<file path="src/rtl/arm_ctrl_pkg.sv">
// Shared types and constants for the ARM pipeline control slice.
package arm_ctrl_pkg;

   localparam int unsigned REG_ADDR_W          = 4;
   localparam int unsigned MEM_WAIT_CYCLES_DEF = 4;
   localparam int unsigned MEM_CNT_W           = 4;

   typedef enum logic [1:0] {
      StIdle,
      StWait,
      StDone
   } mem_state_e;

endpackage

</file>
<file path="src/rtl/hazard_detector.sv">
// RAW hazard check of the ID-stage sources against the EXE and MEM destinations.
module hazard_detector
   import arm_ctrl_pkg::*;
(
   input  logic [REG_ADDR_W-1:0] src1,
   input  logic [REG_ADDR_W-1:0] src2,
   input  logic                  uses_src1,
   input  logic                  two_src,
   input  logic [REG_ADDR_W-1:0] exe_dest,
   input  logic                  exe_wb_en,
   input  logic [REG_ADDR_W-1:0] mem_dest,
   input  logic                  mem_wb_en,
   output logic                  hazard
);

   logic src1_hit;
   logic src2_hit;

   always_comb begin
      src1_hit = (exe_wb_en && (src1 == exe_dest)) || (mem_wb_en && (src1 == mem_dest));
      src2_hit = (exe_wb_en && (src2 == exe_dest)) || (mem_wb_en && (src2 == mem_dest));
      hazard   = (uses_src1 && src1_hit) || (two_src && src2_hit);
   end

endmodule

</file>
<file path="src/rtl/pipeline_controller.sv">
// Pipeline freeze/flush control: hazard stalls, branch flushes, data-memory wait FSM
// and a saturating stall-cycle counter.
module pipeline_controller
   import arm_ctrl_pkg::*;
#(
   parameter int unsigned MEM_WAIT_CYCLES = MEM_WAIT_CYCLES_DEF
) (
   input  logic                  clk,
   input  logic                  rst,
   input  logic [REG_ADDR_W-1:0] id_src1,
   input  logic [REG_ADDR_W-1:0] id_src2,
   input  logic                  id_uses_src1,
   input  logic                  id_two_src,
   input  logic [REG_ADDR_W-1:0] exe_dest,
   input  logic                  exe_wb_en,
   input  logic [REG_ADDR_W-1:0] mem_dest,
   input  logic                  mem_wb_en,
   input  logic                  branch_taken,
   input  logic                  mem_r_en,
   input  logic                  mem_w_en,
   output logic                  freeze_front,
   output logic                  freeze_pipe,
   output logic                  flush_if_id,
   output logic                  flush_id_ex,
   output logic                  mem_busy,
   output logic                  mem_done,
   output logic [15:0]           stall_cnt
);

   localparam logic [MEM_CNT_W-1:0] CntLoad = MEM_CNT_W'(MEM_WAIT_CYCLES - 1);

   mem_state_e           state_q, state_d;
   logic [MEM_CNT_W-1:0] cnt_q, cnt_d;
   logic [15:0]          stall_cnt_q;
   logic                 hazard;
   logic                 fsm_freeze;
   logic                 fsm_busy;
   logic                 fsm_done;

   hazard_detector u_hazard (
      .src1      (id_src1),
      .src2      (id_src2),
      .uses_src1 (id_uses_src1),
      .two_src   (id_two_src),
      .exe_dest  (exe_dest),
      .exe_wb_en (exe_wb_en),
      .mem_dest  (mem_dest),
      .mem_wb_en (mem_wb_en),
      .hazard    (hazard)
   );

   // The IDLE cycle that accepts a request is itself the first frozen cycle.
   always_comb begin
      state_d    = state_q;
      cnt_d      = cnt_q;
      fsm_freeze = 1'b0;
      fsm_busy   = 1'b0;
      fsm_done   = 1'b0;
      unique case (state_q)
         StIdle: begin
            if (mem_r_en || mem_w_en) begin
               fsm_freeze = 1'b1;
               cnt_d      = CntLoad;
               state_d    = StWait;
            end
         end
         StWait: begin
            fsm_freeze = 1'b1;
            fsm_busy   = 1'b1;
            if (cnt_q == MEM_CNT_W'(1)) begin
               state_d = StDone;
            end else begin
               cnt_d = cnt_q - MEM_CNT_W'(1);
            end
         end
         StDone: begin
            fsm_busy = 1'b1;
            fsm_done = 1'b1;
            state_d  = StIdle;
         end
         default: state_d = StIdle;
      endcase
   end

   // Memory freeze dominates; a taken branch squashes the hazarding instruction anyway.
   always_comb begin
      freeze_pipe  = 1'b0;
      freeze_front = 1'b0;
      flush_if_id  = 1'b0;
      flush_id_ex  = 1'b0;
      mem_busy     = 1'b0;
      mem_done     = 1'b0;
      if (!rst) begin
         freeze_pipe = fsm_freeze;
         mem_busy    = fsm_busy;
         mem_done    = fsm_done;
         if (fsm_freeze) begin
            freeze_front = 1'b1;
         end else if (branch_taken) begin
            flush_if_id = 1'b1;
            flush_id_ex = 1'b1;
         end else if (hazard) begin
            freeze_front = 1'b1;
            flush_id_ex  = 1'b1;
         end
      end
   end

   always_ff @(posedge clk or posedge rst) begin
      if (rst) begin
         state_q     <= StIdle;
         cnt_q       <= '0;
         stall_cnt_q <= '0;
      end else begin
         state_q <= state_d;
         cnt_q   <= cnt_d;
         if (freeze_front && (stall_cnt_q != 16'hFFFF)) begin
            stall_cnt_q <= stall_cnt_q + 16'd1;
         end
      end
   end

   assign stall_cnt = stall_cnt_q;

endmodule

</file>
<file path="config.mk">
export PLATFORM = sky130hd
export DESIGN_NAME = pipeline_controller
export DESIGN_NICKNAME = d
export VERILOG_FILES = /design/src/rtl/arm_ctrl_pkg.sv /design/src/rtl/hazard_detector.sv /design/src/rtl/pipeline_controller.sv
export SDC_FILE = /design/constraint.sdc
export NUM_CORES = 1
export LEC_CHECK = 0
export ABC_CLOCK_PERIOD_IN_PS = 3200
export BUFFER_PORTS_ARGS = -buffer_cell sky130_fd_sc_hd__clkbuf_2
export CAP_MARGIN = 40
export CORE_MARGIN = 2
export CORE_UTILIZATION = 46
export CTS_CLUSTER_SIZE = 40
export DETAILED_ROUTE_END_ITERATION = 8
export PLACE_DENSITY = 0.72
export SYNTH_ARGS = -nofsm -noshare
export SYNTH_HDL_FRONTEND = slang
export SYNTH_SLANG_ARGS = --single-unit
</file>
<file path="constraint.sdc">
create_clock -name clk -period 3.2 [get_ports clk]
set_clock_uncertainty 0.2 [all_clocks]
set_input_delay 0.32 -clock clk [delete_from_list [all_inputs] [get_ports clk]]
set_output_delay 0.32 -clock clk [all_outputs]
set_load 0.005 [all_outputs]
</file>
==> flow_summary.yaml <==
run_status:
  outcome: "finished, final reports clean"
routing:
  viasPerCell: 5.22
  wl_um: 3370
  ant_nets: 0
  routed_wire_length_per_instance_um: 13.6
  drt_first_iter_violations: 27
  via_count: 1289
  route.detailed.drc: 0
  detail_route.first_pass.iterations: 4
synth:
  ys_async_sr_fraction_pct: 100
  syn-mean-instance-area_um2: 10.2
  synth_warnings: 0
  synthCells: 155
  synth-seq-cells: 22
  synth_enable_flop_cells: 0
  synth_top_flop_cell: "dfrtp_1"
  synth_seq_area_share_pct: 34.9
  post_synth_instance_area_um2: 1580
  synthDistinctLibCells: 37
  net_count_after_synthesis: 186
clocking:
  post-cts-setup-buffer-count: 0
  cts_tree: "built"
  tritoncts.num_buffers: 3
  htree_levels: 1
  cell_at_the_root_of_the_clock_tree: "clkbuf_4"
  cts_num_sinks: 22
  worst_setup_hold_path_clk_slew_ps: 130
  resized_gates_after_cts: 0
  count_of_hold_buffers_inserted_by_post_cts_repair: 1
  clock_tree.buffer_depth: 2
  clk-insertion-delay-late_ps: 310
power:
  net-switching-power_w: 0.000461
  power.share.clock_pct: 19.1
  power_density_nw_per_um2: 602
  combinational_power_share_pct: 43.7
  irDropWorstVdd_mv: 0.434
  p_leak_nw: 0.923
  seq_power_share_pct: 37.2
  power_switching_share_pct: 40.5
  cellInternalPower_w: 0.000677
placed_design:
  placer_s_final_routability_congestion_estimate: 0.775
  dp_hpwl_um: 2660
  io_buffers: 46
finish:
  drive_gt1_share_pct: 35.8
  layout_commonest_cell: "clkbuf_2"
  mostFrequentLayoutCells: "clkbuf_2 (46), xor2_1 (28), dfrtp_1 (22)"
  layout.nets: 233
  syn2layout_area_growth_pct: 19.9
  utilization_pct: 57.1
  num_antenna_cells: 0
floorplanning:
  fp-row-count: 21
  die_height_um: 62.5
  initial_core_util_pct: 47.6
  design.die.area_um2: 3910
  total_i_o_pin_count: 47
  core_area_um2: 3310
  die_x_um: 62.5
worst_setup_path:
  worst-endpoint-required_ps: 2680
  timing.critical_path.fanout_max: 19
  critical_path.startpoint_type: "flip-flop"
  worst_setup_ep_type: "primary output"
  crit_path_max_incr_delay_ps: 400
  critical-path-slowest-cell: "dfrtp_1"
  critical_path.reg2reg.startpoint: "state_q[1]"
  timing.critical_path.from: "state_q[0]"
  arrival_ps: 1970
  category_of_the_most_critical_setup_path: "reg -> out"
  worstPathCellList: "inv_1 > ha_1 > o21ai_1 > nor2b_2 > buf_4 > and3_1 > clkbuf_2"
timing:
  number_of_hold_slack_violations_in_the_final_timing_report: 0
  hold_slack_ps: 169
  min_period_ps: 2490
  worst_pin_slew_ps: 834
  max-slew-margin-rel_pct: 44.4
  finalSetupViolations: 0
  setup_repair_after_global_routing_missed_its_margin: "no"
  tns_ps: 0
  max_freq_ghz: 0.402
  final-max-slew-violation-count: 0
  final_min_period_over_clock_period_pct: 77.8
global_routing:
  gr-total-overflow: 0
  first_pass_grt_wire_length_um: 5910
  antenna_found_initial: 0
  grt_start_max_net_pins: 20
  via_count_of_the_first_global_routing_pass: 1376
  grt_usage_pct: 18.3
hold_path:
  hold_sp: "mem_r_en"
  hold_path.class: "in -> reg"
run:
  drv_cap: 0
[metrics by stage]
step                power (W)  std cells  setup slack, ps  cell area (um2)
finish                0.00114        247              709             1890
global route          0.00121        247              566             1890
CTS                   0.00115        247              705             1890
detailed placement   0.000925        242              716             1830
global placement     0.000891        242              768             1830
floorplan            0.000775        155             1020             1580
[power groups by stage]
stage	registers, W	logic, W	clock network (W)
floorplan	0.000410	0.000365	0
global placement	0.000421	0.000470	0
detailed placement	0.000428	0.000497	0
CTS	0.000422	0.000501	0.000222
global route	0.000432	0.000547	0.000234
finish	0.000423	0.000497	0.000217
[final timing paths]
path | to | slack (ps) | cells past startpoint
setup / recovery | flush_if_id | 710 | 7
hold / removal | state_q[1] | 170 | 4
setup reg to reg | stall_cnt[14] | 710 | 8
hold reg to reg | stall_cnt[11] | 300 | 1
max in group asynchronous | state_q[0] | 1850 | 4
min in group asynchronous | stall_cnt[3] | 420 | 3
[layer usage]
layer	track usage (%)	part of all wire (%)
met5	0	0
met4	6.39	1.2
met3	2.34	2.5
met2	35.5	55
met1	20.3	41
[registers in the layout, indices dropped and copies added (netlist names)]
register   count
stall_cnt     16
cnt_q          4
state_q        2
[logic make-up after synthesis]
logic type	after synthesis	share of synthesized area, %
and+or+nand+nor	55	19.0
adders and majority gates	6	4.77
DFF	22	34.9
xor gates and xnor gates	32	17.8
AOI/OAI and AO/OA	25	17.2
muxes	2	1.43
buffers and inverters	13	4.84
[layout make-up]
class	instances	area, um2
inverters	6	22.5
flip-flops and latches	22	551
clock buffers	3	22.5
multi-input cells	120	951
fillers	293	1420
clock inverters	1	30.0
repair buffers	49	255
well taps	46	57.6
[synthesized netlist by cell type, types with 2 or more instances]
| library cell | instances | area [um2] |
|---|---|---|
| xor2_1 | 28 | 245 |
| dfrtp_1 | 22 | 551 |
| a211oi_2 | 10 | 125 |
| nand2_1 | 8 | 30.0 |
| nor2_1 | 8 | 30.0 |
| nand4_1 | 7 | 43.8 |
| nor3_1 | 7 | 35.0 |
| a21oi_1 | 6 | 30.0 |
| ha_1 | 6 | 75.1 |
| inv_1 | 6 | 22.5 |
| nand3_1 | 6 | 30.0 |
| nor2b_1 | 4 | 25.0 |
| xnor2_1 | 4 | 35.0 |
| and3_1 | 3 | 18.8 |
| a2111oi_4 | 2 | 55.1 |
| and3_2 | 2 | 15.0 |
| and4_1 | 2 | 17.5 |
| buf_4 | 2 | 15.0 |
| nand2b_1 | 2 | 12.5 |
| o21ai_1 | 2 | 10.0 |
| or4_1 | 2 | 15.0 |
[critical path, delay by kind of cell (launching register included)]
| kind | cells | cell delay, ps |
|---|---|---|
| buffers and inverters | 3 | 490 |
| AO/OA/AOI/OAI | 1 | 110 |
| adder cells (fa/ha/maj) | 1 | 240 |
| AND/OR/NAND/NOR | 2 | 410 |
| flip-flops | 1 | 400 |
No activity file was read; power rests on OpenSTA's default activity.
